**config.mk**
```make
export PLATFORM = sky130hd
export DESIGN_NAME = dsp_sum_accum2_flat
export DESIGN_NICKNAME = d
export VERILOG_FILES = /design/src/rtl/dsp_accum_pkg.sv /design/src/rtl/dsp_sum_accum2_if.sv /design/src/rtl/dsp_accum_lane.sv /design/src/rtl/dsp_sum_accum2.sv /design/src/flat_wrapper.sv
export SDC_FILE = /design/constraint.sdc
export NUM_CORES = 1
export LEC_CHECK = 0
export ABC_AREA = 0
export CORE_ASPECT_RATIO = 0.9
export CORE_UTILIZATION = 50
export CTS_CLUSTER_SIZE = 16
export DETAILED_ROUTE_END_ITERATION = 6
export GPL_ROUTABILITY_DRIVEN = 0
export PLACE_DENSITY = 0.81
export RECOVER_POWER = 25
export SLEW_MARGIN = 20
export SYNTH_ARGS = -nofsm -noshare
export SYNTH_HDL_FRONTEND = slang
export SYNTH_SLANG_ARGS = --single-unit
```
**constraint.sdc**
```tcl
create_clock -name CLK -period 2.75 [get_ports CLK]
set_input_delay 0.55 -clock CLK [delete_from_list [all_inputs] [get_ports CLK]]
set_output_delay 0.55 -clock CLK [all_outputs]
set_load 0.1 [all_outputs]
```
**src/rtl/dsp_accum_pkg.sv**
```systemverilog
// Shared types and constants for the dual-channel integrate-and-dump stage.
// Holds the controller state encoding, default widths and the saturation constant helper.
// Imported by the lane datapath and the top level.
package dsp_accum_pkg;

    localparam int IN_W_DEF  = 25;
    localparam int ACC_W_DEF = 32;
    localparam int SAT_MAX_W = 64;

    // IDLE: no samples held; ACCUM: a partial frame is held
    typedef enum logic {
        ST_IDLE  = 1'b0,
        ST_ACCUM = 1'b1
    } state_e;

    // All-ones pattern of the low w bits, used as the saturation clamp value
    function automatic logic [SAT_MAX_W-1:0] sat_ones(input int unsigned w);
        logic [SAT_MAX_W-1:0] r;
        r = '0;
        for (int i = 0; i < SAT_MAX_W; i++) begin
            if (i < w) r[i] = 1'b1;
        end
        return r;
    endfunction

endpackage

```
**src/rtl/dsp_sum_accum2_if.sv**
```systemverilog
// Bus bundle between the adder/decimator path and the integrate-and-dump stage.
// No latency of its own; carries sample strobe, abort, dumped totals and status.
// No backpressure: the producer may present a sample every cycle.
interface dsp_sum_accum2_if #(
    parameter int IN_W  = 25,
    parameter int ACC_W = 32
);
    logic             CLR;
    logic             IN_VLD;
    logic [IN_W-1:0]  IN1;
    logic [IN_W-1:0]  IN2;
    logic [ACC_W-1:0] OUT1;
    logic [ACC_W-1:0] OUT2;
    logic             OUT_VLD;
    logic             BUSY;
    logic             OVF1;
    logic             OVF2;

    modport master (
        output CLR, IN_VLD, IN1, IN2,
        input  OUT1, OUT2, OUT_VLD, BUSY, OVF1, OVF2
    );

    modport slave (
        input  CLR, IN_VLD, IN1, IN2,
        output OUT1, OUT2, OUT_VLD, BUSY, OVF1, OVF2
    );
endinterface

```
**src/rtl/dsp_accum_lane.sv**
```systemverilog
// Single-channel accumulate / optional saturate / hold-result datapath (macro DSP_SUM_ACCUM2_SAT_EN).
// Result register updates on the edge that samples the frame's last sample.
// No backpressure: accepts one sample per cycle whenever smp_vld is high.
module dsp_accum_lane
    import dsp_accum_pkg::*;
#(
    parameter int IN_W  = IN_W_DEF,
    parameter int ACC_W = ACC_W_DEF
) (
    input  logic             clk,
    input  logic             rst,
    input  logic             clr,
    input  logic             smp_vld,
    input  logic             smp_last,
    input  logic [IN_W-1:0]  smp_dat,
    output logic [ACC_W-1:0] out_dat,
    output logic             ovf
);

    logic [ACC_W-1:0] acc_q, acc_d;
    logic [ACC_W-1:0] out_q, out_d;
    logic [ACC_W-1:0] next_acc;

`ifdef DSP_SUM_ACCUM2_SAT_EN
    localparam logic [ACC_W-1:0] ACC_ONES = ACC_W'(sat_ones(ACC_W));

    logic             sticky_q, sticky_d;
    logic             ovf_q, ovf_d;
    logic [ACC_W:0]   sum_w;
    logic             sat_now;

    // Widened add exposes carry-out; once a frame has overflowed it stays clamped
    always_comb begin
        sum_w    = {1'b0, acc_q} + (ACC_W+1)'(smp_dat);
        sat_now  = sum_w[ACC_W] | sticky_q;
        next_acc = sat_now ? ACC_ONES : sum_w[ACC_W-1:0];
    end

    // Accumulator, held result and overflow tracking for one frame
    always_comb begin
        acc_d    = acc_q;
        out_d    = out_q;
        sticky_d = sticky_q;
        ovf_d    = ovf_q;
        if (clr) begin
            acc_d    = '0;
            sticky_d = 1'b0;
        end else if (smp_vld) begin
            if (smp_last) begin
                out_d    = next_acc;
                ovf_d    = sat_now;
                acc_d    = '0;
                sticky_d = 1'b0;
            end else begin
                acc_d    = next_acc;
                sticky_d = sat_now;
            end
        end
    end

    // State registers with synchronous reset
    always_ff @(posedge clk) begin
        if (rst) begin
            acc_q    <= '0;
            out_q    <= '0;
            sticky_q <= 1'b0;
            ovf_q    <= 1'b0;
        end else begin
            acc_q    <= acc_d;
            out_q    <= out_d;
            sticky_q <= sticky_d;
            ovf_q    <= ovf_d;
        end
    end

    assign ovf = ovf_q;
`else
    // Plain modulo-2^ACC_W add of the zero-extended sample
    always_comb begin
        next_acc = acc_q + ACC_W'(smp_dat);
    end

    // Accumulator and held result for one frame
    always_comb begin
        acc_d = acc_q;
        out_d = out_q;
        if (clr) begin
            acc_d = '0;
        end else if (smp_vld) begin
            if (smp_last) begin
                out_d = next_acc;
                acc_d = '0;
            end else begin
                acc_d = next_acc;
            end
        end
    end

    // State registers with synchronous reset
    always_ff @(posedge clk) begin
        if (rst) begin
            acc_q <= '0;
            out_q <= '0;
        end else begin
            acc_q <= acc_d;
            out_q <= out_d;
        end
    end

    assign ovf = 1'b0;
`endif

    assign out_dat = out_q;

endmodule

```
**src/rtl/dsp_sum_accum2.sv**
```systemverilog
// Dual-channel integrate-and-dump of DUMP_LEN valid samples (saturation via DSP_SUM_ACCUM2_SAT_EN).
// OUT_VLD is a one-cycle pulse registered on the edge that samples the last sample.
// No backpressure: one sample per cycle, IN_VLD gaps only pause counting.
module dsp_sum_accum2
    import dsp_accum_pkg::*;
#(
    parameter int IN_W     = IN_W_DEF,
    parameter int ACC_W    = ACC_W_DEF,
    parameter int DUMP_LEN = 16,
    parameter int CNT_W    = 16
) (
    input  logic             CLK,
    input  logic             RST,
    dsp_sum_accum2_if.slave  bus
);

    localparam logic [CNT_W-1:0] LAST_CNT = CNT_W'(DUMP_LEN - 1);

    state_e           state_q, state_d;
    logic [CNT_W-1:0] cnt_q, cnt_d;
    logic             out_vld_q, out_vld_d;
    logic             last_smp;

    assign last_smp = (cnt_q == LAST_CNT);

    // Shared sample counter and frame FSM; CLR wins over a same-cycle sample
    always_comb begin
        state_d   = state_q;
        cnt_d     = cnt_q;
        out_vld_d = 1'b0;
        if (bus.CLR) begin
            state_d = ST_IDLE;
            cnt_d   = '0;
        end else if (bus.IN_VLD) begin
            if (last_smp) begin
                state_d   = ST_IDLE;
                cnt_d     = '0;
                out_vld_d = 1'b1;
            end else begin
                state_d = ST_ACCUM;
                cnt_d   = cnt_q + 1'b1;
            end
        end
    end

    // Controller registers with synchronous reset
    always_ff @(posedge CLK) begin
        if (RST) begin
            state_q   <= ST_IDLE;
            cnt_q     <= '0;
            out_vld_q <= 1'b0;
        end else begin
            state_q   <= state_d;
            cnt_q     <= cnt_d;
            out_vld_q <= out_vld_d;
        end
    end

    dsp_accum_lane #(.IN_W(IN_W), .ACC_W(ACC_W)) u_lane1 (
        .clk      (CLK),
        .rst      (RST),
        .clr      (bus.CLR),
        .smp_vld  (bus.IN_VLD),
        .smp_last (last_smp),
        .smp_dat  (bus.IN1),
        .out_dat  (bus.OUT1),
        .ovf      (bus.OVF1)
    );

    dsp_accum_lane #(.IN_W(IN_W), .ACC_W(ACC_W)) u_lane2 (
        .clk      (CLK),
        .rst      (RST),
        .clr      (bus.CLR),
        .smp_vld  (bus.IN_VLD),
        .smp_last (last_smp),
        .smp_dat  (bus.IN2),
        .out_dat  (bus.OUT2),
        .ovf      (bus.OVF2)
    );

    assign bus.OUT_VLD = out_vld_q;
    assign bus.BUSY    = (state_q == ST_ACCUM);

endmodule

```
**src/flat_wrapper.sv**
```systemverilog
// flat-port wrapper written by rule: the top's interface ports become plain ports
module dsp_sum_accum2_flat import dsp_accum_pkg::*;
#(
    parameter int IN_W     = IN_W_DEF,
    parameter int ACC_W    = ACC_W_DEF,
    parameter int DUMP_LEN = 16,
    parameter int CNT_W    = 16
)
  (CLK, RST, bus_CLR, bus_IN_VLD, bus_IN1, bus_IN2, bus_OUT1, bus_OUT2, bus_OUT_VLD, bus_BUSY, bus_OVF1, bus_OVF2);
  dsp_sum_accum2_if #(.IN_W(IN_W), .ACC_W(ACC_W)) bus_i ();
  input  logic CLK;
  input  logic RST;
  input wire logic [$bits(bus_i.CLR)-1:0] bus_CLR;
  input wire logic [$bits(bus_i.IN_VLD)-1:0] bus_IN_VLD;
  input wire logic [$bits(bus_i.IN1)-1:0] bus_IN1;
  input wire logic [$bits(bus_i.IN2)-1:0] bus_IN2;
  output wire logic [$bits(bus_i.OUT1)-1:0] bus_OUT1;
  output wire logic [$bits(bus_i.OUT2)-1:0] bus_OUT2;
  output wire logic [$bits(bus_i.OUT_VLD)-1:0] bus_OUT_VLD;
  output wire logic [$bits(bus_i.BUSY)-1:0] bus_BUSY;
  output wire logic [$bits(bus_i.OVF1)-1:0] bus_OVF1;
  output wire logic [$bits(bus_i.OVF2)-1:0] bus_OVF2;
  assign bus_i.CLR = bus_CLR;
  assign bus_i.IN_VLD = bus_IN_VLD;
  assign bus_i.IN1 = bus_IN1;
  assign bus_i.IN2 = bus_IN2;
  assign bus_OUT1 = bus_i.OUT1;
  assign bus_OUT2 = bus_i.OUT2;
  assign bus_OUT_VLD = bus_i.OUT_VLD;
  assign bus_BUSY = bus_i.BUSY;
  assign bus_OVF1 = bus_i.OVF1;
  assign bus_OVF2 = bus_i.OVF2;
  dsp_sum_accum2 #(.IN_W(IN_W), .ACC_W(ACC_W), .DUMP_LEN(DUMP_LEN), .CNT_W(CNT_W)) u_core (.CLK(CLK), .RST(RST), .bus(bus_i));
endmodule
```
==> results of run 1 <==
==> how the worst max path moves through the flow <==
stage	from	to
after floorplan	bus_IN1[0]	u_core.u_lane1.out_dat[28]
after global placement	bus_IN1[0]	u_core.u_lane1.out_dat[28]
after detailed placement	bus_IN1[0]	u_core.u_lane1.out_dat[28]
after CTS	bus_IN2[0]	u_core.u_lane2.out_dat[28]
after global routing	bus_IN2[2]	u_core.u_lane2.out_dat[29]
final	bus_IN1[2]	u_core.u_lane1.out_dat[30]
==> metrics by stage <==
step           utilization, %  cell area, um^2  total power, W  hold WS [ps]  std cells
4_1_cts                  69.9            11300         0.00562           455       1480
3_5_place_dp             65.4            10600         0.00317           447       1445
6_report                 70.6            11400         0.00567           453       1483
5_1_grt                  70.6            11400         0.00586           479       1483
2_1_floorplan               -             8280         0.00277           429       1018
3_3_place_gp             65.4            10600         0.00315           438       1445
==> synthesized netlist by cell type (3+ instances only) <==
cell type and n:
a211o_1 3, a211oi_1 14, a21o_1 29, a21oi_1 123, a221o_1 3, a221oi_1 4, a22o_1 14, a311o_1 5
a31oi_1 10, a32o_1 4, and2_1 8, and3_1 15, and4_1 6, buf_1 3, buf_2 6, clkbuf_1 43
dfxtp_1 146, ha_1 51, inv_1 16, nand2_1 131, nand3_1 42, nand3b_1 3, nand4_1 8, nor2_1 93
nor2b_1 31, nor3_1 8, nor3b_1 6, nor4_1 8, o211ai_1 7, o21a_1 5, o21ai_0 40, o21bai_1 5
o22ai_1 3, o31ai_1 4, or3_1 7, xnor2_1 35, xor2_1 25
==> power by group through the flow <==
stage,logic [W],registers [W],clock network [W]
after floorplan,0.000546,0.00223,0
after global placement,0.000909,0.00224,0
after detailed placement,0.000926,0.00224,0
after CTS,0.000952,0.00220,0.00247
after global routing,0.00110,0.00221,0.00256
final,0.00102,0.00220,0.00245
==> layout make-up <==
type,count,area share [%]
Sequential cell,146,25.7
Inverter,17,0.560
Clock inverter,10,1.39
Clock buffer,20,4.01
Tap cell,207,2.27
Timing Repair Buffer,283,18.6
Multi-Input combinational cell,800,47.5
==> layer usage <==
metal	track usage, %	part of all wire, %	vias up
met1	37.0	45	4053
met2	48.7	47	315
met4	7.76	2.3	0
met5	0	0	-
li1	-	-	4140
met3	5.66	5.9	60
==> cell families after synthesis <==
| group | Yosys count | synth area share [%] |
|---|---|---|
| xor+xnor | 60 | 6.36 |
| simple gates | 379 | 22.0 |
| flops | 146 | 35.4 |
| compound gates | 304 | 24.3 |
| fa+ha+maj | 53 | 8.21 |
| buf+inv | 72 | 3.47 |
| other cells | 1 | 0.0454 |
| mux | 2 | 0.257 |
==> worst max-delay path: stages <==
cell and delay (ps):
clkdlybuf4s50_1 450, ha_4 320, a211oi_2 80, o21ai_2 220, nand3_2 120, a21o_1 190, buf_4 150, a21oi_4 180
a41oi_4 170, or3_1 350, a311oi_1 260
==> what timing repair did <==
item	4_1_cts	5_1_grt
setup endpoints to repair	21	49
cloned	0	0
buffers inserted	5	3
pin swaps	4	26
gates resized for setup	14	52
==> registers in the layout, summed over array words and instances (netlist names) <==
signal / count
u_core.u_lane2.acc_q: 32
u_core.cnt_q: 16
u_core.u_lane1.out_dat: 32
u_core.u_lane1.acc_q: 32
u_core.bus.OUT_VLD: 1
u_core.u_lane2.out_dat: 32
u_core.bus.BUSY: 1
==> reports/metrics.cfg, run 1 <==
[run_status]
status=completed

[global_route]
grt_pass1_vias=8022
overflow=0
grt_max_degree=41
antenna_found_initial=0
grt_usage_pct=28.7
grt_pass1_wl_um=38200

[power]
powerDensity_nw_per_um2=498
clkPwrFrac_pct=43.2
power_frac_seq_pct=38.8
vdd_ir_drop_max_v=0.000545
p_switching_w=0.00148
comb_power_share_pct=18.0
sw_frac_of_total_pct=26.0
intPower_w=0.00420
leakagePower_nw=4.72

[routing]
final_antenna_net_count=0
first_pass_iters=5
avgRoutedWirePerCell_um=17.2
wl_um=25400
via_per_inst=5.78
vias=8568
drt-initial-drc-count=682
drc=0

[hold_path]
min_path_cells=2
hp-start=u_core.u_lane1.out_dat[13]
hp-class=flop to flop
holdPathEnd=u_core.u_lane1.out_dat[13]

[logic_synthesis]
syn_area_um2=8260
ys.warnings.count=0
ys_seq_area_share_pct=35.4
async_flop_share_pct=0
yosysTopAreaCellShare_pct=35.4
synth.area.top_cells=dfxtp_1, ha_1, a21oi_1
synth-seq-cells=146
synth_edf_count=0
synth-main-ff-cell=dfxtp_1
synth_cell_types=79
yosysTopAreaCell=dfxtp_1
postSynthCellCount=1017
syn_area_per_cell_um2=8.13

[floorplanning]
rows=44
die_area_um2=17000
core_area_um2=16100
start_util_pct=51.2
die_y_um=124
pin_count=122
die_w_um=138

[clock_network]
cts_hold_buffers=0
h-tree-depth=4
insertion_delay_ps=420
cts.sinks=146
cts_root_buf=clkbuf_16
cts_tree=built
cts_buffers=17
cts.reportedPaths.clkPinSlew_ps=60
clock_tree.buffer_depth=2

[critical_path]
endpoint_kind=flop
r2r_slack_ps=180
reg2reg_to=u_core.u_lane1.out_dat[30]
regToRegStartpoint=u_core.u_lane1.acc_q[0]
cp-start-kind=primary input
rr_worst_depth=11
critPathKind=primary input to flop
crit_arrival_ps=3040
required_ps=3080
cp_max_fo=5

[sta]
rsz0062_at_grt=true
finClkSkew_ps=8.21
hold_violations=0
fin_crit_sh_pct=98.7
worst_slack_ps=36.7
period_needed_ps=2710
tightest_slew_ps=1240
tns_ps=0
slew_headroom_pct=17.9
setup_violations=0
drv_slew=0
fmax_mhz=369

[cells_and_area]
multi_input_area_um2=5410
final_cell_mix=buf_4, dfxtp_1, nand2_1
final-seq-area_um2=2920
fill_cells=1231
final_nets=1372
area_growth_pct=37.9
drive_gt1_share_pct=21.8
layout_commonest_cell=buf_4
num_antenna_cells=0

[placed_design]
port_buffers=119
dp_hpwl_um=17600
place_ws_ps=-617

[flow_run]
maxCapViolations=0

No activity file was read; power rests on OpenSTA's default activity.
==> run 2: changes to the inputs <==
==> constraint.sdc (replaced) <==
create_clock -name CLK -period 2.75 [get_ports CLK]
set_input_delay 0.55 -clock CLK [delete_from_list [all_inputs] [get_ports CLK]]
set_output_delay 0.55 -clock CLK [all_outputs]
set_load 0.02 [all_outputs]
==> run 2 against run 1 <==
  * Routed wire length grew 0.64%
  * Largest cell class unchanged
  * Worst setup slack lost 24 ps
  * Non-clock buffer count grew 4
  * Combinational power is essentially flat
  * Sequential cell count is the same
  * Core utilization grew 2.4 points
  * Clock-buffer cell count grew 2
==> reports/metrics.cfg, run 2 (same netlist as run 1, synthesis figures left out) <==
[clock_network]
insertion_delay_ps=430  ; about the same
cts_buffers=17  ; unchanged
h-tree-depth=4  ; unchanged
cts_hold_buffers=0  ; unchanged
cts.reportedPaths.clkPinSlew_ps=60  ; about the same
cts.sinks=146  ; unchanged
cts_root_buf=clkbuf_16
cts_tree=built
clock_tree.buffer_depth=2  ; unchanged

[critical_path]
critPathKind=primary input to flop
endpoint_kind=flop
r2r_slack_ps=230  ; +50 ps
cp_max_fo=5  ; unchanged
crit_arrival_ps=3070  ; +30 ps
required_ps=3090  ; about the same
crit_start=bus_IN1[0]
regToRegStartpoint=u_core.u_lane1.acc_q[0]
cp-start-kind=primary input

[global_route]
overflow=0  ; unchanged
grtUsageMet2_pct=49.9  ; +1.1 points
antenna_found_initial=2  ; +2
grt_max_degree=51  ; +24%
grt_pass1_wl_um=39600  ; +3.5%
grtUsageMet3_pct=6.11  ; +0.45 points
grt-busiest-layer=met2
use_met1_pct=38.1  ; +1.1 points
grt_pass1_vias=8238  ; +2.7%
grt_usage_pct=29.8  ; +1.1 points

[placed_design]
dp_hpwl_um=17400  ; -0.81%
place_area_um2=10700  ; +1.4%
dp.cells=1445  ; unchanged
port_buffers=119  ; unchanged

[sta]
rsz0062_at_grt=true
drv_slew=0  ; unchanged
fin_crit_sh_pct=99.5  ; +0.86 points
setup_violations=0  ; unchanged
whs_ps=450  ; -3.28 ps
tightest_slew_ps=596  ; -641 ps
period_needed_ps=2740  ; +23.7 ps
finClkSkew_ps=13.0  ; +4.84 ps
fmax_mhz=365  ; -0.87%
hold_violations=0  ; unchanged
slew_headroom_pct=60.3  ; +42 points

[floorplanning]
die_y_um=124  ; unchanged
core_area_um2=16100  ; unchanged
rows=44  ; unchanged
start_util_pct=51.2  ; unchanged
die_area_um2=17000  ; unchanged
pin_count=122  ; unchanged
die_w_um=138  ; unchanged

[cells_and_area]
final_nets=1376  ; +0.29%
layout_commonest_cell=buf_4
drive_gt1_share_pct=20.6  ; -1.2 points
fin_util_pct=73.1  ; +2.4 points
final_cell_area_um2=11800  ; +3.4%
final_cells=1490  ; +0.47%
area_growth_pct=42.6
final_cell_mix=buf_4, dfxtp_1, nand2_1

[power]
powerDensity_nw_per_um2=493  ; -1.1%
leakagePower_nw=4.95  ; +4.8%
vdd_ir_drop_max_v=0.000492  ; -9.7%

[flow_run]
maxCapViolations=0  ; unchanged

[routing]
vias=8738  ; +2.0%
via_per_inst=5.86  ; +1.5%
drc=0  ; unchanged
first_pass_iters=6  ; +1
final_antenna_net_count=0  ; unchanged
wl_um=25600  ; +0.64%
avgRoutedWirePerCell_um=17.2  ; +0.16%
drt-initial-drc-count=710  ; +4.1%

[hold_path]
hp-start=u_core.u_lane1.out_dat[9]
hp-class=flop to flop

[run_status]
status=completed

run 2: changes by cell type in the layout (fill, tap and decap cells not counted), sizes merged:
cell | previous run | this run
clkinvlp | 2 | 1
dlymetal6s2s | 8 | 6
buf | 181 | 168
bufinv | 4 | 5
clkdlybuf4s50 | 43 | 74
clkinv | 5 | 4
dlygate4sd3 | 1 | 37
dlygate4sd2 | 0 | 1
clkbuf | 70 | 23
diode | 0 | 2
run 2: metrics by stage:
step,setup WS [ps],TNS (ps),power (W)
after floorplan,17.2,0,0.00276
after global placement,-543,-24840,0.00314
after detailed placement,-620,-28340,0.00316
after CTS,1.70,0,0.00576
after global routing,-90.4,-554,0.00602
final,13.0,0,0.00580
run 2: cell type report:
cell class / instances / area [um^2]
inverter: 17 / 63.8
antenna: 2 / 5.00
tap: 207 / 259
clock inverter: 9 / 176
timing repair buffer: 287 / 2480
sequential: 146 / 2920
clock buffer: 22 / 484
multi-input combinational: 800 / 5390
fill: 1145 / 4350
run 2: power by group:
group	switching [W]	leakage [nW]	internal (W)
Sequential	0.0000427	1.18	0.00216
Combinational	0.000525	3.44	0.000486
Clock	0.000892	0.322	0.00170
run 2: final timing paths:
kind | to | cells after the start
setup / recovery | u_core.u_lane1.out_dat[30] | 12
hold reg to reg | u_core.u_lane1.out_dat[9] | 2
hold / removal | u_core.u_lane1.out_dat[9] | 2
setup reg to reg | u_core.u_lane1.out_dat[28] | 10
run 2: worst max-delay path: stages:
cell             delay, ps
clkdlybuf4s50_1        460
ha_2                   200
fa_2                   240
a211oi_4                70
o21ai_2                200
nand3_2                120
a21o_1                 190
buf_4                  150
a21oi_4                160
a41oi_4                160
or3_1                  330
a311oi_1               240
run 2: layer usage:
metal	wire (um)	vias to the layer above
li1	-	4160
met1	11200	4181
met2	12200	328
met3	1500	69
met4	698	0
met5	0	-
run 2: repair_timing:
action,CTS,global route
pin swaps,17,19
setup endpoints to repair,16,46
gates resized for setup,19,46
setup buffers,8,4
